## src/rtl/vram_arbiter.sv

```systemverilog
// Arbitrates the single-port pixel SRAM between display scan-out reads and
// buffered command-processor writes. Display reads always win the slot.
module vram_arbiter #(
    parameter int ADDR_W     = 16,
    parameter int DATA_W     = 8,
    parameter int WBUF_DEPTH = 4,
    parameter int RD_LAT     = 2
) (
    input  logic              clk,
    input  logic              rst,
    input  logic              disp_req,
    input  logic [ADDR_W-1:0] disp_addr,
    output logic [DATA_W-1:0] disp_data,
    output logic              disp_valid,
    input  logic              wr_valid,
    input  logic [ADDR_W-1:0] wr_addr,
    input  logic [DATA_W-1:0] wr_data,
    output logic              wr_ready,
    output logic              wbuf_empty,
    output logic              mem_en,
    output logic              mem_we,
    output logic [ADDR_W-1:0] mem_addr,
    output logic [DATA_W-1:0] mem_wdata,
    input  logic [DATA_W-1:0] mem_rdata
);

    localparam int PTR_W = (WBUF_DEPTH > 1) ? $clog2(WBUF_DEPTH) : 1;
    localparam int CNT_W = PTR_W + 1;

    logic [ADDR_W-1:0] buf_addr_q [WBUF_DEPTH];
    logic [ADDR_W-1:0] buf_addr_d [WBUF_DEPTH];
    logic [DATA_W-1:0] buf_data_q [WBUF_DEPTH];
    logic [DATA_W-1:0] buf_data_d [WBUF_DEPTH];

    logic [PTR_W-1:0]  wr_ptr_q, wr_ptr_d;
    logic [PTR_W-1:0]  rd_ptr_q, rd_ptr_d;
    logic [CNT_W-1:0]  count_q, count_d;
    logic              wr_ready_q, wr_ready_d;
    logic              wbuf_empty_q, wbuf_empty_d;

    logic              mem_en_q, mem_en_d;
    logic              mem_we_q, mem_we_d;
    logic [ADDR_W-1:0] mem_addr_q, mem_addr_d;
    logic [DATA_W-1:0] mem_wdata_q, mem_wdata_d;

    logic [RD_LAT-1:0] rd_pipe_q, rd_pipe_d;
    logic              disp_valid_q, disp_valid_d;
    logic [DATA_W-1:0] disp_data_q, disp_data_d;

    logic              push;
    logic              pop;

    always_comb begin
        push = wr_valid && wr_ready_q;
        // Pop uses the registered count, so an entry pushed this edge waits a slot.
        pop  = !disp_req && (count_q != '0);

        buf_addr_d = buf_addr_q;
        buf_data_d = buf_data_q;
        if (push) begin
            buf_addr_d[wr_ptr_q] = wr_addr;
            buf_data_d[wr_ptr_q] = wr_data;
        end

        wr_ptr_d = push ? wr_ptr_q + PTR_W'(1) : wr_ptr_q;
        rd_ptr_d = pop  ? rd_ptr_q + PTR_W'(1) : rd_ptr_q;

        case ({push, pop})
            2'b10:   count_d = count_q + CNT_W'(1);
            2'b01:   count_d = count_q - CNT_W'(1);
            default: count_d = count_q;
        endcase
        wr_ready_d   = count_d < CNT_W'(WBUF_DEPTH);
        wbuf_empty_d = count_d == '0;

        mem_en_d    = 1'b0;
        mem_we_d    = 1'b0;
        mem_addr_d  = mem_addr_q;
        mem_wdata_d = mem_wdata_q;
        if (disp_req) begin
            mem_en_d   = 1'b1;
            mem_addr_d = disp_addr;
        end else if (pop) begin
            mem_en_d    = 1'b1;
            mem_we_d    = 1'b1;
            mem_addr_d  = buf_addr_q[rd_ptr_q];
            mem_wdata_d = buf_data_q[rd_ptr_q];
        end

        // One bit per clock of SRAM read latency, seeded by the issued read cycle.
        rd_pipe_d    = (rd_pipe_q << 1) | RD_LAT'(mem_en_q && !mem_we_q);
        disp_valid_d = rd_pipe_q[RD_LAT-1];
        disp_data_d  = disp_valid_d ? mem_rdata : disp_data_q;
    end

    always_ff @(posedge clk) begin
        buf_addr_q <= buf_addr_d;
        buf_data_q <= buf_data_d;
    end

    always_ff @(posedge clk or posedge rst) begin
        if (rst) begin
            wr_ptr_q     <= '0;
            rd_ptr_q     <= '0;
            count_q      <= '0;
            wr_ready_q   <= 1'b1;
            wbuf_empty_q <= 1'b1;
            mem_en_q     <= 1'b0;
            mem_we_q     <= 1'b0;
            mem_addr_q   <= '0;
            mem_wdata_q  <= '0;
            rd_pipe_q    <= '0;
            disp_valid_q <= 1'b0;
            disp_data_q  <= '0;
        end else begin
            wr_ptr_q     <= wr_ptr_d;
            rd_ptr_q     <= rd_ptr_d;
            count_q      <= count_d;
            wr_ready_q   <= wr_ready_d;
            wbuf_empty_q <= wbuf_empty_d;
            mem_en_q     <= mem_en_d;
            mem_we_q     <= mem_we_d;
            mem_addr_q   <= mem_addr_d;
            mem_wdata_q  <= mem_wdata_d;
            rd_pipe_q    <= rd_pipe_d;
            disp_valid_q <= disp_valid_d;
            disp_data_q  <= disp_data_d;
        end
    end

    assign wr_ready   = wr_ready_q;
    assign wbuf_empty = wbuf_empty_q;
    assign mem_en     = mem_en_q;
    assign mem_we     = mem_we_q;
    assign mem_addr   = mem_addr_q;
    assign mem_wdata  = mem_wdata_q;
    assign disp_valid = disp_valid_q;
    assign disp_data  = disp_data_q;

endmodule

```

## config.mk

```make
export PLATFORM = sky130hd
export DESIGN_NAME = vram_arbiter
export DESIGN_NICKNAME = d
export VERILOG_FILES = /design/src/rtl/vram_arbiter.sv
export SDC_FILE = /design/constraint.sdc
export NUM_CORES = 1
export LEC_CHECK = 0
export CORE_UTILIZATION = 55
export CTS_CLUSTER_SIZE = 25
export DETAILED_ROUTE_END_ITERATION = 10
export GPL_TIMING_DRIVEN = 0
export PLACE_DENSITY_LB_ADDON = 0.12
export SLEW_MARGIN = 20
export SYNTH_ARGS = -nofsm -noshare
export SYNTH_HDL_FRONTEND = slang
export SYNTH_SLANG_ARGS = --single-unit
```

## constraint.sdc

```tcl
create_clock -name clk -period 5 [get_ports clk]
set_input_delay 1 -clock clk [delete_from_list [all_inputs] [get_ports clk]]
set_output_delay 1 -clock clk [all_outputs]
set_load 0.02 [all_outputs]
```

==> reports/metrics.sh, run 1 <==
STATUS='completed'
DESIGN.FINAL.NETS=433
CLOCKBUFFERDEPTH=2
CTS.HTREE.LEVELS=4
CTS.REPORTEDPATHS.CLKPINSLEW_NS=0.06
DESIGN.DIE.AREA_UM2=10400
TIGHTEST_SLEW_NS=0.686
MAX_FREQ_MHz=352
GRT_PASS1_WL_UM=15400
P_PER_AREA_nW_PER_UM2=599
SYNTHDOMINANTAREACELLTYPE='edfxtp_1'
DRIVE_GT1_SHARE_PCT=22.7
DIEHEIGHT_UM=102
FINAL_MIN_PERIOD_OVER_CLOCK_PERIOD_PCT=56.8
WORSTHOLDENDPOINT='rd_pipe_q[1]'
CRITICAL_PATH.STARTPOINT_TYPE='input pin'
DIE_X_UM=102
RR_WORST_DEPTH=10
POWER.LEAKAGE_nW=2.65
CAP_VIOLATIONS=0
ROW_COUNT=36
TIMING.HOLD.WORST.CLASS='reg -> reg'
FINALHOLDVIOLATIONS=0
GRT.OVERFLOW.TOTAL=0
SHARE_SEQ_OF_TOTAL_POWER_PCT=39.4
NUMBER_OF_PLACED_INSTANCES_WITH_TAPS_INCLUDED=489
DETAIL_ROUTE.WIRELENGTH_UM=10400
SLEW_VIOLATIONS=0
GRT_ANTENNA_BEFORE_REPAIR=0
CLOCK-SKEW-FINAL_NS=0.00913
INSTANCES_NO_FILL=521
SETUP-VIOLATIONS-FINAL=0
INTERNAL_POWER_mW=3.06
COUNT_OF_DISTINCT_CELL_TYPES_IN_THE_SYNTHESIZED_NETLIST=36
TRITONCTS_CLOCK_TREE='done'
ANTENNA_VIOLATING_NETS_POST_ROUTE=0
SYNTH_AREA_LEADERS='edfxtp_1 53%, dfrtp_1 20%, mux4_1 5.8%'
FINALWORSTPATHREQUIREDPERIOD_NS=2.84
CTS.ROOT.BUFFER_CELL='clkbuf_8'
CRITICAL_PATH.REG2REG.STARTPOINT='count_q[0]'
VIASPERCELL=5.46
CORE-AREA_UM2=9730
WORST_SLEW_MARGIN_REL_PCT=54.2
GRT_PASS1_VIAS=2868
SYNTH.NET_COUNT=326
REMAINING_DRC_ERRORS=0
DRTPASS1ITERATIONS=4
NUM_VIAS=2845
LAYOUT.AREA.SEQ_UM2=4040
GROUTE.USAGE.OVERALL_PCT=21.6
CRITPATHREQUIREDTIME_NS=5.39
POWER.NET_SWITCHING_mW=1.22
INSERTEDDIODECOUNT=0
FINAL.FILL_COUNT=615
SETUP_TOTAL_NEGATIVE_SLACK_NS=0
MULTI_INPUT_AREA_UM2=1300
POST_CTS_RESIZE_COUNT=0
CTS_MADE_BUFFERS=17
SYNTH_AREA_UM2=5470
MAX-VDD-IR-DROP_uV=307
TIMING.CRITICAL_PATH.ARRIVAL_NS=3.23
HOLDPATHSTAGES=0
YOSYS_REGISTER_BITS=142
AREA_GROWTH_SYN_TO_LAYOUT_PCT=30.7
SHARE_OF_TOTAL_POWER_IN_THE_CLOCK_NETWORK_PCT=30.3
ROUTE.DETAILED.WL_PER_INST_UM=19.9
PLACE.PORT_BUFFERS=87
COMBINATIONALPOWERSHARE_PCT=30.3
RRSETUPSLACK_NS=2.42
DETAILED_PLACE_HPWL_UM=6390
CRIT_PATH_MAX_FANOUT=10
GRT_SETUP_UNREPAIRED='false'
YS_SEQ_AREA_SHARE_PCT=73.7
CRIT_PATH_CLASS='in -> reg'
POST_CTS_HOLD_BUFFER_COUNT=0
CRITPATHCAPTURETYPE='register'
HOLD_PATH.STARTPOINT='rd_pipe_q[0]'
SYNTH_ENABLE_FLOP_CELLS=96
POWER_SWITCHING_SHARE_PCT=28.6
YOSYS_WARNINGS=0
SYNTH_CELLS=268
FLOORPLAN.INITIALDENSITY_PCT=56.3
CTS_NUM_SINKS=142
MOST_COMMON_LIBRARY_CELL_IN_THE_LAYOUT_IGNORING_FILL_AND_TAPS='edfxtp_1'
GRT_MAX_DEGREE=27
POST-CTS-SETUP-BUFFERS=0
ASYNC_FLOP_SHARE_PCT=32.4
SYN_AVG_CELL_AREA_UM2=20.4
POSTSYNTH.TOPFLOPCELL='edfxtp_1'
YOSYS_TOP_CELL_AREA_SHARE_PCT=52.7
INSERTION_DELAY_NS=0.51
GLOBALPLACE.CONGESTION=0.654
MOST_USED_CELLS_IN_THE_LAYOUT_EXCLUDING_FILL_AND_TAP_CELLS='96 x edfxtp_1, 87 x clkdlybuf4s50_1, 44 x dfrtp_1'
DRT-INITIAL-DRC-COUNT=138
FINAL_DESIGN_UTILIZATION_PCT=73.5
IOS=89
-- routing by layer --
metal,wire (um),GRT usage (%)
met5,0,0
met4,177,9.14
met3,588,5.38
met2,5260,34.7
met1,4350,28.3
-- critical path, cell delays in order --
cell	delay (ns)
clkbuf_1	0.23
or2_1	0.29
buf_4	0.18
inv_4	0.18
ha_1	0.23
inv_1	0.06
fa_1	0.38
xor2_1	0.16
o21a_1	0.20
or2_2	0.31
-- cell families (layout without fill, tap and decap cells) --
kind of cell | Yosys count | after routing | share of synthesized area [%]
mux | 42 | 42 | 14.9
compound gates | 23 | 23 | 3.57
xor+xnor | 5 | 5 | 0.800
fa+ha+maj | 6 | 6 | 1.51
buf+inv | 26 | 146 | 2.56
simple gates | 24 | 24 | 2.90
flops | 142 | 142 | 73.7
-- how the worst max path moves through the flow --
stage,cells past startpoint,endpoint,start,slack (ns)
after global routing,10,register,disp_req,2.02
after CTS,10,register,disp_req,2.16
after detailed placement,10,register,disp_req,1.64
after floorplan,10,register,disp_req,1.93
final,10,register,disp_req,2.16
after global placement,10,register,disp_req,1.66
-- power groups by stage --
stage               Sequential, mW  Clock [mW]  Combinational [mW]
CTS                           1.69        1.32                1.32
global placement              1.70           0                1.28
finish                        1.69        1.30                1.30
global route                  1.72        1.37                1.39
detailed placement            1.71           0                1.30
floorplan                     1.84           0               0.678
-- layout make-up --
type / count / area share, %
Tap cell: 133 / 2.33
Timing Repair Buffer: 88 / 12.5
Sequential cell: 142 / 56.4
Buffer: 12 / 1.19
Inverter: 14 / 0.770
Multi-Input combinational cell: 100 / 18.2
Clock inverter: 13 / 2.59
Clock buffer: 19 / 6.03
-- through the flow --
stage / setup WS [ns] / power [mW] / cell area [um2] / hold WS, ns
global placement: 1.66 / 2.98 / 6510 / 0.337
CTS: 2.16 / 4.33 / 7150 / 0.354
floorplan: 1.93 / 2.52 / 5470 / 0.331
detailed placement: 1.64 / 3.02 / 6540 / 0.340
finish: 2.16 / 4.28 / 7150 / 0.351
global route: 2.02 / 4.47 / 7150 / 0.377
-- state kept, by name (all words and copies together), names as in the netlist, 2 cells and up, named ones only --
name and flops:
mem_addr 16, mem_wdata 8, buf_addr_q 64, wr_ptr_q 2, buf_data_q 32, disp_data 8, rd_ptr_q 2, rd_pipe_q 2
count_q 2
-- synthesized netlist by cell type, drive strengths merged (2+ instances only) --
cell type  instances
clkbuf             4
xnor2              3
or2                2
xor2               2
nand2b            10
mux2              17
mux4              24
edfxtp            96
dfrtp             44
o221a             10
and3               4
ha                 5
nor4               2
nor3               2
o21ai              6
inv               14
a22oi              6
buf                8
dfstp              2
(Power assumes the default switching activity.)
==> run 2: changes to the inputs <==
Settings changed: CORE_UTILIZATION 55 to 48.
Clock period 5 ns to 2.4 ns, I/O delays scaled along.
==> run 2 against run 1 <==
  * Setup slack lost 2.0 ns
  * Cell area grew 0.77%
  * Non-clock buffer count grew 4
  * Clock power grew 100%
  * Die area grew 14%
  * Via count is essentially flat
  * Sequential share of layout area shrank 0.40 points
  * Utilization shrank 7.9 points
  * Routed wire length shrank 0.64%
  * Critical path depth is the same
==> reports/metrics.sh, run 2 (synthesis gave the netlist of run 1 again) <==
MOST_COMMON_LIBRARY_CELL_IN_THE_LAYOUT_IGNORING_FILL_AND_TAPS='edfxtp_1'
ROUTE.DETAILED.WL_PER_INST_UM=19.4  # -2.7%
RRSETUPSLACK_NS=0.12  # -2.30 ns
SLEW_VIOLATIONS=0  # unchanged
ROW_COUNT=38  # +5.6%
VIASPERCELL=5.35  # -2.0%
WORST_SLEW_MARGIN_REL_PCT=51.6  # -2.6 points
SETUP-VIOLATIONS-FINAL=0  # unchanged
CTS_MADE_BUFFERS=17  # unchanged
DRT-INITIAL-DRC-COUNT=121  # -12%
TIMING.HOLD.WORST.CLASS='reg -> reg'
DIE_X_UM=109  # +6.9%
INSTANCES_NO_FILL=532  # +2.1%
COMBINATIONALPOWERSHARE_PCT=31.2  # +0.9 points
FINALWORSTPATHREQUIREDPERIOD_NS=2.28
DESIGN.DIE.AREA_UM2=11800  # +14%
NUMBER_OF_PLACED_INSTANCES_WITH_TAPS_INCLUDED=496  # +1.4%
INTERNAL_POWER_mW=6.48  # +110%
TIGHTEST_SLEW_NS=0.726  # +0.0396 ns
POWER_SWITCHING_SHARE_PCT=27.8  # -0.78 points
GRT_PASS1_VIAS=2967  # +3.5%
CRIT_PATH_MAX_FANOUT=10  # unchanged
PLACED_AREA_UM2=6570  # +0.52%
CRIT_CHAIN='nor3_1 -> or2_1 -> buf_6 -> clkinv_8 -> ha_4 -> inv_1 -> fa_1 -> xor2_1 -> o21a_1 -> or2_2'
CTS.HTREE.LEVELS=4  # unchanged
WORST_PATH_DOMINANT_CELL_FAMILY='simple AND/OR/NAND/NOR gates'
FINAL.FILL_COUNT=771  # +25%
IOS=89  # unchanged
GRT_ANTENNA_BEFORE_REPAIR=0  # unchanged
HOLD_PATH.STARTPOINT='rd_pipe_q[0]'
SLOWEST_DELAY_NS=0.38  # about the same
PRE_CTS_SLACK_NS=-0.155  # -1.80 ns
DESIGN.FINAL.NETS=437  # +0.92%
NUM_VIAS=2846  # +0.035%
FINALHOLDVIOLATIONS=0  # unchanged
CRITPATHCAPTURETYPE='register'
CRIT_PATH_CLASS='reg -> reg'
ANTENNA_VIOLATING_NETS_POST_ROUTE=0  # unchanged
GRT_MAX_DEGREE=29  # +7.4%
CLOCKBUFFERDEPTH=2  # unchanged
GRT.OVERFLOW.TOTAL=0  # unchanged
CRITICAL_PATH.REG2REG.STARTPOINT='count_q[1]'
POWER.NET_SWITCHING_mW=2.49  # +100%
DETAILED_PLACE_HPWL_UM=6300  # -1.3%
GROUTE.USAGE.OVERALL_PCT=19.6  # -2.0 points
SETUP_TOTAL_NEGATIVE_SLACK_NS=0  # unchanged
LARGEST_REGISTER_FF_COUNT=64  # unchanged
CRITPATHREQUIREDTIME_NS=2.69  # -2.70 ns
GLOBALPLACE.CONGESTION=0.713  # +9.0%
POWER.TOTAL_mW=8.97  # +110%
POWER.LEAKAGE_nW=2.67  # +0.68%
INSERTEDDIODECOUNT=0  # unchanged
CLOCK-SKEW-FINAL_NS=0.00680  # -0.00233 ns
TIMING.CRITICAL_PATH.ARRIVAL_NS=2.57  # -0.66 ns
MAX_FREQ_MHz=438
CRITICAL_PATH.N_BUFFERS_INVERTERS=3  # -1
FIN_WORST_HOLD_SLACK_NS=0.350  # -0.000438 ns
FINAL_AREA_UM2=7210  # +0.77%
FLOORPLAN.INITIALDENSITY_PCT=49.8  # -6.4 points
GRT_PASS1_WL_UM=16100  # +4.4%
DIEHEIGHT_UM=109  # +6.9%
MAX-VDD-IR-DROP_uV=695  # +130%
TRITONCTS_CLOCK_TREE='done'
DRIVE_GT1_SHARE_PCT=23.2  # +0.53 points
FINAL_CRITICAL_PATH_SETUP_SLACK_NS=0.117  # -2.04 ns
HOLDPATHSTAGES=0  # unchanged
CORE-AREA_UM2=11000  # +13%
FINAL_DESIGN_UTILIZATION_PCT=65.6  # -7.9 points
CTS_NUM_SINKS=142  # unchanged
REMAINING_DRC_ERRORS=0  # unchanged
CAP_VIOLATIONS=0  # unchanged
CTS.ROOT.BUFFER_CELL='clkbuf_16'
DETAIL_ROUTE.WIRELENGTH_UM=10300  # -0.64%
P_PER_AREA_nW_PER_UM2=1240  # +110%
DRTPASS1ITERATIONS=4  # unchanged
MOST_USED_CELLS_IN_THE_LAYOUT_EXCLUDING_FILL_AND_TAP_CELLS='96 x edfxtp_1, 87 x clkdlybuf4s50_1, 42 x dfrtp_1'
INSERTION_DELAY_NS=0.41  # -0.10 ns
LARGEST_REGISTER='buf_addr_q'
STATUS='completed'
AREA_GROWTH_SYN_TO_LAYOUT_PCT=31.7
CRITICAL-PATH-SLOWEST-CELL='dfrtp_1'
SHARE_SEQ_OF_TOTAL_POWER_PCT=39.1  # -0.3 points
RR_WORST_DEPTH=10  # unchanged
SHARE_OF_TOTAL_POWER_IN_THE_CLOCK_NETWORK_PCT=29.7  # -0.6 points
FINAL_MIN_PERIOD_OVER_CLOCK_PERIOD_PCT=95.1
WORSTHOLDENDPOINT='rd_pipe_q[1]'
PLACE.PORT_BUFFERS=87  # unchanged
CTS.REPORTEDPATHS.CLKPINSLEW_NS=0.05  # about the same
CRITICAL_PATH.STARTPOINT_TYPE='register'
-- run 2: changes by cell type in the layout (fill, tap and decap cells not counted), sizes merged --
cell,before,now
inv,17,13
buf,9,13
clkinv,5,6
clkbuf,23,27
clkinvlp,1,0
-- run 2: routing by layer --
| layer | global-route usage, % | vias up | part of all wire (%) |
|---|---|---|---|
| met5 | 0 | - | 0 |
| met4 | 8.98 | 0 | 1.4 |
| met3 | 5.08 | 11 | 4.5 |
| met2 | 31.4 | 83 | 49 |
| met1 | 25.3 | 1465 | 45 |
| li1 | - | 1287 | - |
-- run 2: layout make-up --
| type | instances | area (um2) | share of cell area, % |
|---|---|---|---|
| buffer | 12 | 92.6 | 1.28 |
| clock buffer | 23 | 458 | 6.35 |
| clock inverter | 9 | 143 | 1.98 |
| inverter | 14 | 65.1 | 0.903 |
| multi-input combinational | 100 | 1320 | 18.2 |
| sequential | 142 | 4040 | 56.0 |
| tap | 140 | 175 | 2.43 |
| timing repair buffer | 92 | 921 | 12.8 |
-- run 2: power groups by stage --
stage	registers [mW]	clock network [mW]	logic [mW]
final	3.50	2.66	2.80
after global routing	3.56	2.80	3.03
after CTS	3.53	2.71	2.79
after detailed placement	3.57	0	2.76
after global placement	3.54	0	2.73
after floorplan	3.83	0	1.44
-- run 2: repair_timing --
item | 4_1_cts | 5_1_grt
hold buffers | 0 | 0
buffers inserted | 0 | 4
setup endpoints to repair | 1 | 2
gates resized for setup | 1 | 2
-- run 2: worst register-to-register path, stage by stage, from the launching register on --
cell and delay (ns):
dfrtp_1 0.38, nor3_1 0.08, or2_1 0.22, buf_6 0.15, clkinv_8 0.10, ha_4 0.15, inv_1 0.04, fa_1 0.36
xor2_1 0.17, o21a_1 0.20, or2_2 0.30
-- run 2: worst max path at each step --
| stage | from | to | depth (start not counted) |
|---|---|---|---|
| 2_1_floorplan | disp_req | register | 10 |
| 3_3_place_gp | rst | mem_addr[0] | 2 |
| 3_5_place_dp | disp_req | register | 10 |
| 4_1_cts | register | register | 10 |
| 5_1_grt | count_q[0] | register | 10 |
| 6_report | count_q[1] | register | 10 |
==> run 3: changes to the inputs <==
Settings changed: SKIP_CTS_REPAIR_TIMING set to 1.
==> results of run 3 <==
No change in the layout: final DEF, timing and power equal those of run 2.
